==> config.mk <==
export PLATFORM = sky130hd
export DESIGN_NAME = generar_pasos
export DESIGN_NICKNAME = d
export VERILOG_FILES = /design/src/rtl/pasos_pkg.sv /design/src/rtl/step_fifo.sv /design/src/rtl/generar_pasos.sv
export SDC_FILE = /design/constraint.sdc
export NUM_CORES = 1
export LEC_CHECK = 0
export ABC_AREA = 0
export CAP_MARGIN = 20
export CORE_MARGIN = 2
export CORE_UTILIZATION = 58
export DETAILED_ROUTE_END_ITERATION = 12
export GPL_TIMING_DRIVEN = 0
export PLACE_DENSITY = 0.84
export SYNTH_ARGS = -nofsm -noshare
export SYNTH_HDL_FRONTEND = slang
export SYNTH_SLANG_ARGS = --single-unit
==> constraint.sdc <==
create_clock -name clk -period 5.3 [get_ports clk]
set_clock_uncertainty 0.15 [all_clocks]
set_input_delay 0.795 -clock clk [delete_from_list [all_inputs] [get_ports clk]]
set_output_delay 0.795 -clock clk [all_outputs]
set_load 0.005 [all_outputs]
==> src/rtl/pasos_pkg.sv <==
//------------------------------------------------------------------------------
// Module   : pasos_pkg
// Brief    : Shared step codes, FSM states and LFSR helpers for generar_pasos.
// Revision : 1.0
//------------------------------------------------------------------------------
`default_nettype none

package pasos_pkg;

    localparam logic [2:0] PASO_REST = 3'd0;
    localparam logic [2:0] PASO_A    = 3'd1;
    localparam logic [2:0] PASO_B    = 3'd2;
    localparam logic [2:0] PASO_C    = 3'd4;

    typedef enum logic [1:0] {
        ST_IDLE  = 2'd0,
        ST_RUN   = 2'd1,
        ST_DRAIN = 2'd2
    } state_t;

    localparam logic [7:0] LFSR_TAPS  = 8'hB8;
    localparam logic [7:0] LFSR_RESET = 8'h01;

    function automatic logic [7:0] lfsr_step(input logic [7:0] v);
        return (v >> 1) ^ (v[0] ? LFSR_TAPS : 8'h00);
    endfunction

    function automatic logic [2:0] map_code(input logic [1:0] b);
        logic [2:0] c;
        case (b)
            2'b00:   c = PASO_REST;
            2'b01:   c = PASO_A;
            2'b10:   c = PASO_B;
            default: c = PASO_C;
        endcase
        return c;
    endfunction

endpackage

`default_nettype wire

==> src/rtl/step_fifo.sv <==
//------------------------------------------------------------------------------
// Module   : step_fifo
// Brief    : Small synchronous FIFO; a push while full is only taken with a pop.
// Revision : 1.0
//------------------------------------------------------------------------------
`default_nettype none

module step_fifo #(
    parameter int DEPTH = 4,
    parameter int WIDTH = 3
) (
    input  logic             clk,
    input  logic             rst_n,
    input  logic             push,
    input  logic             pop,
    input  logic [WIDTH-1:0] din,
    output logic [WIDTH-1:0] dout,
    output logic             full,
    output logic             empty
);

    localparam int           AW      = $clog2(DEPTH);
    localparam logic [AW:0]  c_depth = (AW+1)'(DEPTH);
    localparam logic [AW:0]  c_one   = (AW+1)'(1);
    localparam logic [AW-1:0] c_pone = AW'(1);

    logic [WIDTH-1:0] r_mem [DEPTH];
    logic [AW-1:0]    r_wr;
    logic [AW-1:0]    r_rd;
    logic [AW:0]      r_count;
    logic             w_do_pop;
    logic             w_do_push;

    assign full      = (r_count == c_depth);
    assign empty     = (r_count == '0);
    assign dout      = r_mem[r_rd];
    assign w_do_pop  = pop && !empty;
    assign w_do_push = push && (!full || w_do_pop);

    // Storage needs no reset: dout is only meaningful while not empty.
    always_ff @(posedge clk) begin
        if (w_do_push) begin
            r_mem[r_wr] <= din;
        end
    end

    always_ff @(posedge clk or negedge rst_n) begin
        if (!rst_n) begin
            r_wr    <= '0;
            r_rd    <= '0;
            r_count <= '0;
        end else begin
            if (w_do_push) r_wr <= r_wr + c_pone;
            if (w_do_pop)  r_rd <= r_rd + c_pone;
            case ({w_do_push, w_do_pop})
                2'b10:   r_count <= r_count + c_one;
                2'b01:   r_count <= r_count - c_one;
                default: r_count <= r_count;
            endcase
        end
    end

endmodule

`default_nettype wire

==> src/rtl/generar_pasos.sv <==
//------------------------------------------------------------------------------
// Module   : generar_pasos
// Brief    : Beat-driven LFSR step-code source feeding a valid/ready FIFO.
//            Optional macro GENERAR_PASOS_NO_REPEAT_EN suppresses repeated steps.
// Revision : 1.0
//------------------------------------------------------------------------------
`default_nettype none

module generar_pasos
    import pasos_pkg::*;
#(
    parameter int BEAT_DIV = 4,
    parameter int DEPTH    = 4
) (
    input  logic       clk,
    input  logic       rst_n,
    input  logic       start,
    input  logic       stop,
    input  logic [7:0] seed,
    input  logic       seed_load,
    output logic [2:0] step_code,
    output logic       step_valid,
    input  logic       step_ready,
    output logic       beat,
    output logic       busy,
    output logic [7:0] dropped
);

    localparam int            CW          = (BEAT_DIV > 2) ? $clog2(BEAT_DIV) : 1;
    localparam logic [CW-1:0] c_beat_last = CW'(BEAT_DIV - 1);
    localparam logic [CW-1:0] c_cnt_one   = CW'(1);

    state_t        r_state;
    state_t        w_state_next;
    logic [CW-1:0] r_beat_cnt;
    logic [7:0]    r_lfsr;
    logic [7:0]    w_lfsr_next;
    logic [2:0]    w_raw_code;
    logic [2:0]    w_code;
    logic [2:0]    w_head;
    logic          w_beat;
    logic          w_pop;
    logic          w_full;
    logic          w_empty;
    logic          w_enter_run;

    always_ff @(posedge clk or negedge rst_n) begin
        if (!rst_n) r_state <= ST_IDLE;
        else        r_state <= w_state_next;
    end

    always_comb begin
        w_state_next = r_state;
        case (r_state)
            ST_IDLE:  if (start && !stop) w_state_next = ST_RUN;
            ST_RUN:   if (stop)           w_state_next = ST_DRAIN;
            ST_DRAIN: if (w_empty)        w_state_next = ST_IDLE;
            default:                      w_state_next = ST_IDLE;
        endcase
    end

    assign w_enter_run = (r_state == ST_IDLE) && (w_state_next == ST_RUN);
    assign w_beat      = (r_state == ST_RUN) && (r_beat_cnt == c_beat_last);
    assign w_lfsr_next = lfsr_step(r_lfsr);
    assign w_raw_code  = map_code(w_lfsr_next[1:0]);
    assign w_pop       = !w_empty && step_ready;

`ifdef GENERAR_PASOS_NO_REPEAT_EN
    logic [2:0] r_last;

    // Rotate a repeated non-rest step through A->B->C->A.
    always_comb begin
        w_code = w_raw_code;
        if (w_raw_code != PASO_REST && w_raw_code == r_last) begin
            case (w_raw_code)
                PASO_A:  w_code = PASO_B;
                PASO_B:  w_code = PASO_C;
                default: w_code = PASO_A;
            endcase
        end
    end

    always_ff @(posedge clk or negedge rst_n) begin
        if (!rst_n)                              r_last <= PASO_REST;
        else if (w_enter_run)                    r_last <= PASO_REST;
        else if (w_beat && w_code != PASO_REST)  r_last <= w_code;
    end
`else
    assign w_code = w_raw_code;
`endif

    always_ff @(posedge clk or negedge rst_n) begin
        if (!rst_n) begin
            r_beat_cnt <= '0;
        end else if (w_enter_run) begin
            r_beat_cnt <= '0;
        end else if (r_state == ST_RUN) begin
            r_beat_cnt <= w_beat ? '0 : r_beat_cnt + c_cnt_one;
        end
    end

    always_ff @(posedge clk or negedge rst_n) begin
        if (!rst_n) begin
            r_lfsr <= LFSR_RESET;
        end else if (r_state == ST_IDLE && seed_load) begin
            r_lfsr <= (seed == 8'h00) ? LFSR_RESET : seed;
        end else if (w_beat) begin
            r_lfsr <= w_lfsr_next;
        end
    end

    // A beat that finds the FIFO full and not draining loses its step.
    always_ff @(posedge clk or negedge rst_n) begin
        if (!rst_n) begin
            dropped <= 8'h00;
        end else if (w_beat && w_full && !w_pop && dropped != 8'hFF) begin
            dropped <= dropped + 8'h01;
        end
    end

    step_fifo #(
        .DEPTH (DEPTH),
        .WIDTH (3)
    ) u_fifo (
        .clk   (clk),
        .rst_n (rst_n),
        .push  (w_beat),
        .pop   (w_pop),
        .din   (w_code),
        .dout  (w_head),
        .full  (w_full),
        .empty (w_empty)
    );

    assign step_code  = w_empty ? PASO_REST : w_head;
    assign step_valid = !w_empty;
    assign beat       = w_beat;
    assign busy       = (r_state != ST_IDLE);

endmodule

`default_nettype wire

==> impl_metrics.py, run 1 <==
metrics = {
    "worst_hold_path": {
        "hold_path_end": "r_lfsr[7]",
        "holdCritStartpoint": "r_lfsr[7]",
        "worst_hold_path_type": "reg -> reg",
        "min_path_cells": 2,
    },
    "clocking": {
        "clock_latency_at_the_later_pin_of_the_worst_skew_pair_ns": 0.36,
        "clock_path_buffers": 2,
        "cts_tree": "yes",
        "cts.repair.resized": 0,
        "cts_post_setup_buffers_inserted": 0,
        "tritoncts.num_buffers": 5,
        "cts.sinks": 39,
        "htreeDepth": 2,
        "cts_root_buffer": "sky130_fd_sc_hd__clkbuf_4",
        "cts-hold-fix-buffers": 0,
        "clk_transition_reported_paths_ns": 0.12,
    },
    "synthesis": {
        "synth_seq_area_share_pct": 52.7,
        "synth-main-ff-cell": "sky130_fd_sc_hd__dfrtp_1",
        "mapped_nets": 191,
        "synth.cell_area_um2": 1970,
        "yosys.cell_count.top_type": "sky130_fd_sc_hd__dfrtp_1",
        "synth_cell_types": 44,
        "avgSynthCellArea_um2": 11.6,
        "yosysTopAreaCell": "sky130_fd_sc_hd__dfrtp_1",
        "netlist_top_cells_count": "sky130_fd_sc_hd__dfrtp_1, sky130_fd_sc_hd__nand2_1, sky130_fd_sc_hd__edfxtp_1",
        "ys_ff_latch": 39,
        "async_set_or_reset_flop_fraction_in_the_synthesized_netlist_pct": 69.2,
        "synth_enable_flop_cells": 12,
        "synthesis.instances": 170,
        "synth.top_cells.by_area": "sky130_fd_sc_hd__dfrtp_1, sky130_fd_sc_hd__edfxtp_1, sky130_fd_sc_hd__xnor2_1, sky130_fd_sc_hd__ha_1, sky130_fd_sc_hd__mux4_2",
        "yosys_warnings": 0,
        "post-synth-top-area-fraction_pct": 33.1,
    },
    "critical_path": {
        "critPathArrivalTime_ns": 2.14,
        "required_ns": 4.36,
        "endpoint_kind": "output pin",
        "ff2ff_path_depth": 7,
        "critical_path_class": "reg -> out",
        "timing.critical_path.from_type": "flop",
        "r2r_slack_ns": 2.78,
        "r2r-start": "u_fifo.r_count[0]",
        "cp_max_fanout": 5,
        "reg2reg_to": "u_fifo.r_count[2]",
    },
    "sta": {
        "maxSlewHeadroom_pct": 63.6,
        "finalSetupViolCount": 0,
        "grt_setup_unrepaired": "no",
        "period_minus_slack_ns": 3.08,
        "final.period_utilization_pct": 58.2,
        "final-max-slew-violation-count": 0,
        "clock.fmax_mhz": 324,
        "worstMarginPinSlew_ns": 0.544,
        "fin_tns_setup_ns": 0,
        "final_hold_viol_count": 0,
        "setup_slack_ns": 2.22,
    },
    "global_routing": {
        "grt_util_all_layers_pct": 22.0,
        "grt.overflow.total": 0,
        "vias_in_the_first_global_route": 1463,
        "antenna_found_initial": 0,
        "first_pass_grt_wire_length_mm": 6.56,
        "grt_start_max_net_pins": 20,
    },
    "route": {
        "dr.pass1.iters": 4,
        "num_vias": 1421,
        "wire_length_per_cell_after_detailed_routing_um": 15.1,
        "viasPerCell": 5.64,
        "remaining_drc_errors": 0,
        "final_routed_wirelength_across_all_metal_layers_mm": 3.79,
        "drt_iter0_drc": 150,
        "ant_nets": 0,
    },
    "power": {
        "powerDensity_nw_per_um2": 439,
        "totalPowerFinal_uw": 1050,
        "clock_network_fraction_of_total_power_pct": 18.5,
        "switchingPower_uw": 358,
        "leakage_uw": 0.00103,
        "switching_share_pct": 34.0,
        "power_frac_comb_pct": 38.2,
        "seq_power_share_pct": 43.4,
        "max-vdd-ir-drop_v": 0.000292,
        "cell_internal_pwr_uw": 695,
    },
    "floorplanning": {
        "floorplan.core_area_um2": 3280,
        "initial_utilization_pct": 59.9,
        "die_h_um": 62.2,
        "die_area_um2": 3870,
        "std_cell_rows": 21,
        "top_level_ports": 28,
        "die_x_um": 62.2,
    },
    "place": {
        "numPlacedInstances": 244,
        "place_worst_setup_slack_ns": 2.07,
        "port_buffer_count": 27,
        "finalWeightedCongestion": 0.900,
        "dp.final_hpwl_mm": 2.88,
    },
    "layout": {
        "finalNonFillerCells": 252,
        "area_growth_pct": 21.9,
        "antennaDiodeCount": 0,
        "regArea_um2": 1040,
        "multiInputGateArea_um2": 866,
        "fillers": 234,
        "post_layout_net_count": 226,
        "drive_above_1_share_pct": 11.2,
    },
    "status": {
        "status": "completed",
    },
    "flow_run": {
        "max_cap_violations": 0,
    },
}
-- state kept, by name, summed over array words and instances (netlist names) --
register,flops
dropped,8
r_beat_cnt,2
r_lfsr,8
r_state,2
u_fifo.r_count,3
u_fifo.r_mem,12
u_fifo.r_rd,2
u_fifo.r_wr,2
-- power by group through the flow --
| stage | logic [uW] | registers, uW | clock network, uW |
|---|---|---|---|
| 5_1_grt | 444 | 467 | 213 |
| 3_5_place_dp | 402 | 463 | 0 |
| 4_1_cts | 404 | 456 | 200 |
| 3_3_place_gp | 370 | 456 | 0 |
| 2_1_floorplan | 280 | 445 | 0 |
| 6_report | 402 | 457 | 194 |
-- final cells by class --
cell class | instances | share of cell area [%]
inverter | 8 | 1.25
clock buffer | 5 | 1.56
clock inverter | 3 | 1.62
tap | 46 | 2.40
sequential | 39 | 43.2
multi-input combinational | 116 | 36.1
buffer | 7 | 1.41
timing repair buffer | 28 | 12.4
-- worst max-delay path: stages (launching register included) --
cell	delay (ns)
sky130_fd_sc_hd__dfrtp_1	0.34
sky130_fd_sc_hd__clkbuf_1	0.29
sky130_fd_sc_hd__mux4_2	0.55
sky130_fd_sc_hd__and2_1	0.17
sky130_fd_sc_hd__clkdlybuf4s50_1	0.43
-- routing by layer --
| metal | share of wire [%] | vias to the layer above | track usage (%) |
|---|---|---|---|
| met5 | 0 | - | 0 |
| met4 | 2.1 | 0 | 8.89 |
| met3 | 5.7 | 8 | 5.25 |
| met2 | 49 | 51 | 37.2 |
| met1 | 43 | 685 | 27.2 |
| li1 | - | 677 | - |
-- how the worst max path moves through the flow --
stage	start	to	slack [ns]
global placement	step_ready	u_fifo.r_count[2]	2.21
global route	u_fifo.r_rd[0]	step_code[0]	2.08
finish	u_fifo.r_rd[0]	step_code[1]	2.22
floorplan	step_ready	u_fifo.r_count[2]	2.90
detailed placement	step_ready	u_fifo.r_count[2]	2.07
CTS	u_fifo.r_rd[0]	step_code[0]	2.18
-- layout by cell type (no fill, tap or decap), types with 5 or more instances in the layout --
| cell type | Yosys | routed |
|---|---|---|
| sky130_fd_sc_hd__and2_1 | 8 | 8 |
| sky130_fd_sc_hd__clkbuf_4 | 0 | 5 |
| sky130_fd_sc_hd__clkdlybuf4s50_1 | 0 | 27 |
| sky130_fd_sc_hd__dfrtp_1 | 26 | 26 |
| sky130_fd_sc_hd__edfxtp_1 | 12 | 12 |
| sky130_fd_sc_hd__ha_1 | 6 | 6 |
| sky130_fd_sc_hd__inv_1 | 7 | 7 |
| sky130_fd_sc_hd__nand2_1 | 17 | 17 |
| sky130_fd_sc_hd__nor2_1 | 8 | 8 |
| sky130_fd_sc_hd__o21ai_0 | 7 | 7 |
| sky130_fd_sc_hd__xnor2_1 | 11 | 11 |
-- logic make-up after synthesis --
group	synth area share, %
xor gates and xnor gates	6.23
adders and majority gates	4.83
buffers and inverters	3.24
muxes	4.52
AOI/OAI and AO/OA	10.8
DFF	52.7
and+or+nand+nor	17.7
-- per-stage QoR --
stage / utilization (%) / cell area, um2 / hold WS [ns]
final: 73.0 / 2400 / 0.342
after global routing: 73.0 / 2400 / 0.419
after CTS: 73.0 / 2400 / 0.343
after detailed placement: 70.7 / 2320 / 0.316
after global placement: 69.9 / 2290 / 0.312
after floorplan: - / 1970 / 0.295
No activity file was read; power rests on OpenSTA's default activity.
==> run 2: changes to the inputs <==
- CORE_UTILIZATION: 58 -> 48
- PLACE_DENSITY: 0.84 -> 0.74
- clock period: 5.3 -> 2.76 ns (I/O delays scaled with it)
==> run 2 against run 1 <==
Critical endpoint is now u_fifo.r_count[2]. Non-clock buffer count is 1 lower. Highest routed layer unchanged. Utilization is 12 points lower. Die area is 19% higher. First-iteration DRC count is 63% lower. Wire length is 4.4% higher. Flip-flop and latch count stayed put.
==> impl_metrics.py, run 2 (synthesized netlist as in run 1, its figures left out) <==
metrics = {
    "status": {
        "status": "completed",
    },
    "floorplanning": {
        "std_cell_rows": 23,
        "floorplan.core_area_um2": 3970,
        "die_x_um": 68.0,
        "die_h_um": 68.0,
        "top_level_ports": 28,
        "die_area_um2": 4630,
        "initial_utilization_pct": 49.5,
    },
    "clocking": {
        "cts.sinks": 39,
        "tritoncts.num_buffers": 5,
        "clock_path_buffers": 2,
        "cts_root_buffer": "sky130_fd_sc_hd__clkbuf_8",
        "clock_latency_at_the_later_pin_of_the_worst_skew_pair_ns": 0.29,
        "htreeDepth": 2,
        "clk_transition_reported_paths_ns": 0.08,
        "cts_tree": "yes",
    },
    "critical_path": {
        "required_ns": 2.79,
        "timing.critical_path.from_type": "primary input",
        "cp_max_fanout": 10,
        "r2r_slack_ns": 0.26,
        "worst_setup_path_startpoint": "step_ready",
        "critPathArrivalTime_ns": 2.57,
        "critical_path_class": "in -> reg",
        "endpoint_kind": "flop",
        "r2r-start": "r_beat_cnt[0]",
    },
    "place": {
        "dp.final_hpwl_mm": 2.93,
        "port_buffer_count": 27,
        "place_worst_setup_slack_ns": -0.0642,
        "placedInstanceArea_um2": 2330,
        "finalWeightedCongestion": 0.701,
    },
    "layout": {
        "final_common_cell": "sky130_fd_sc_hd__clkdlybuf4s50_1",
        "highest_count_cells_in_the_layout_ignoring_fill_and_taps": "sky130_fd_sc_hd__clkdlybuf4s50_1, sky130_fd_sc_hd__dfrtp_1, sky130_fd_sc_hd__nand2_1",
        "largest_register_ff_count": 12,
        "finalInstanceArea_um2": 2400,
        "reg.largest.list": "u_fifo.r_mem: 12 flops, dropped: 8 flops, r_lfsr: 8 flops",
        "antennaDiodeCount": 0,
        "drive_above_1_share_pct": 10.7,
        "area_growth_pct": 22.3,
        "post_layout_net_count": 225,
        "top_register": "u_fifo.r_mem",
    },
    "sta": {
        "fin_worst_hold_slack_ns": 0.344,
        "setup_slack_ns": 0.220,
        "period_minus_slack_ns": 2.54,
        "final-max-slew-violation-count": 0,
        "grt_setup_unrepaired": "no",
        "final_hold_viol_count": 0,
        "worstMarginPinSlew_ns": 0.629,
        "clock.fmax_mhz": 394,
        "finalSetupViolCount": 0,
        "maxSlewHeadroom_pct": 58.0,
        "final.period_utilization_pct": 92.0,
    },
    "route": {
        "ant_nets": 0,
        "remaining_drc_errors": 0,
        "final_routed_wirelength_across_all_metal_layers_mm": 3.96,
        "dr.pass1.iters": 4,
        "num_vias": 1385,
        "wire_length_per_cell_after_detailed_routing_um": 15.5,
        "viasPerCell": 5.43,
        "drt_iter0_drc": 56,
    },
    "worst_hold_path": {
        "worst_hold_path_type": "reg -> reg",
        "holdCritStartpoint": "r_lfsr[7]",
    },
    "global_routing": {
        "grt.overflow.total": 0,
        "first_pass_grt_wire_length_mm": 6.61,
        "vias_in_the_first_global_route": 1404,
        "grt_start_max_net_pins": 19,
        "antenna_found_initial": 0,
        "grt_util_all_layers_pct": 19.8,
    },
    "flow_run": {
        "max_cap_violations": 0,
    },
    "power": {
        "totalPowerFinal_uw": 2000,
        "powerDensity_nw_per_um2": 834,
        "leakage_uw": 0.00102,
        "max-vdd-ir-drop_v": 0.000337,
    },
}
[run 2: cell count changes in the layout (fill, tap and decap cells not counted), sizes merged]
cell / delta
clkbuf: +1
clkinv: -1
bufinv: -1
[run 2: per-stage QoR]
stage / util [%] / setup TNS (ns) / std cells
finish: 60.6 / 0 / 255
global route: 60.6 / 0 / 255
CTS: 60.6 / 0 / 256
detailed placement: 58.6 / -0.0642 / 248
global placement: 57.9 / 0 / 247
floorplan: - / 0 / 170
[run 2: area by class of cell]
| class | instances | area (um2) |
|---|---|---|
| Fill cell | 326 | 1570 |
| Sequential cell | 39 | 1040 |
| Multi-Input combinational cell | 116 | 866 |
| Timing Repair Buffer | 28 | 298 |
| Clock buffer | 7 | 76.3 |
| Tap cell | 50 | 62.6 |
| Buffer | 6 | 30.0 |
| Inverter | 8 | 30.0 |
| Clock inverter | 1 | 5.00 |
[run 2: timing repair]
action | 4_1_cts | 5_1_grt
buffers inserted | 0 | 0
resized for setup | 0 | 0
hold buffers | 0 | 0
endpoints found under the setup margin | 0 | 1
[run 2: final timing paths]
| kind | end | cells after the start |
|---|---|---|
| max | u_fifo.r_count[2] | 7 |
| min in group asynchronous | u_fifo.r_wr[0] | 1 |
| max reg2reg | u_fifo.r_count[2] | 8 |
| max in group asynchronous | r_lfsr[0] | 2 |
| min | r_lfsr[7] | 2 |
| min reg2reg | r_lfsr[7] | 2 |
[run 2: worst max-delay path, stage by stage]
cell and delay (ns):
sky130_fd_sc_hd__clkdlybuf4s50_1 0.58, sky130_fd_sc_hd__clkbuf_1 0.36, sky130_fd_sc_hd__nand3_1 0.17, sky130_fd_sc_hd__fa_1 0.46, sky130_fd_sc_hd__or3_1 0.40, sky130_fd_sc_hd__a21oi_1 0.13
sky130_fd_sc_hd__nand2_1 0.06
[run 2: metal layers]
| metal | part of all wire [%] | wire length [um] | global-route usage, % | vias to the layer above |
|---|---|---|---|---|
| li1 | - | - | - | 673 |
| met1 | 42 | 1680 | 25.8 | 665 |
| met2 | 51 | 2010 | 32.3 | 41 |
| met3 | 5.4 | 215 | 4.93 | 6 |
| met4 | 1.3 | 52 | 6.75 | 0 |
| met5 | 0 | 0 | 0 | - |
[run 2: report_power, final]
group	switching [uW]	internal (uW)	leakage, uW
Clock	193	177	0.0000422
Sequential	137	756	0.000454
Combinational	353	389	0.000528
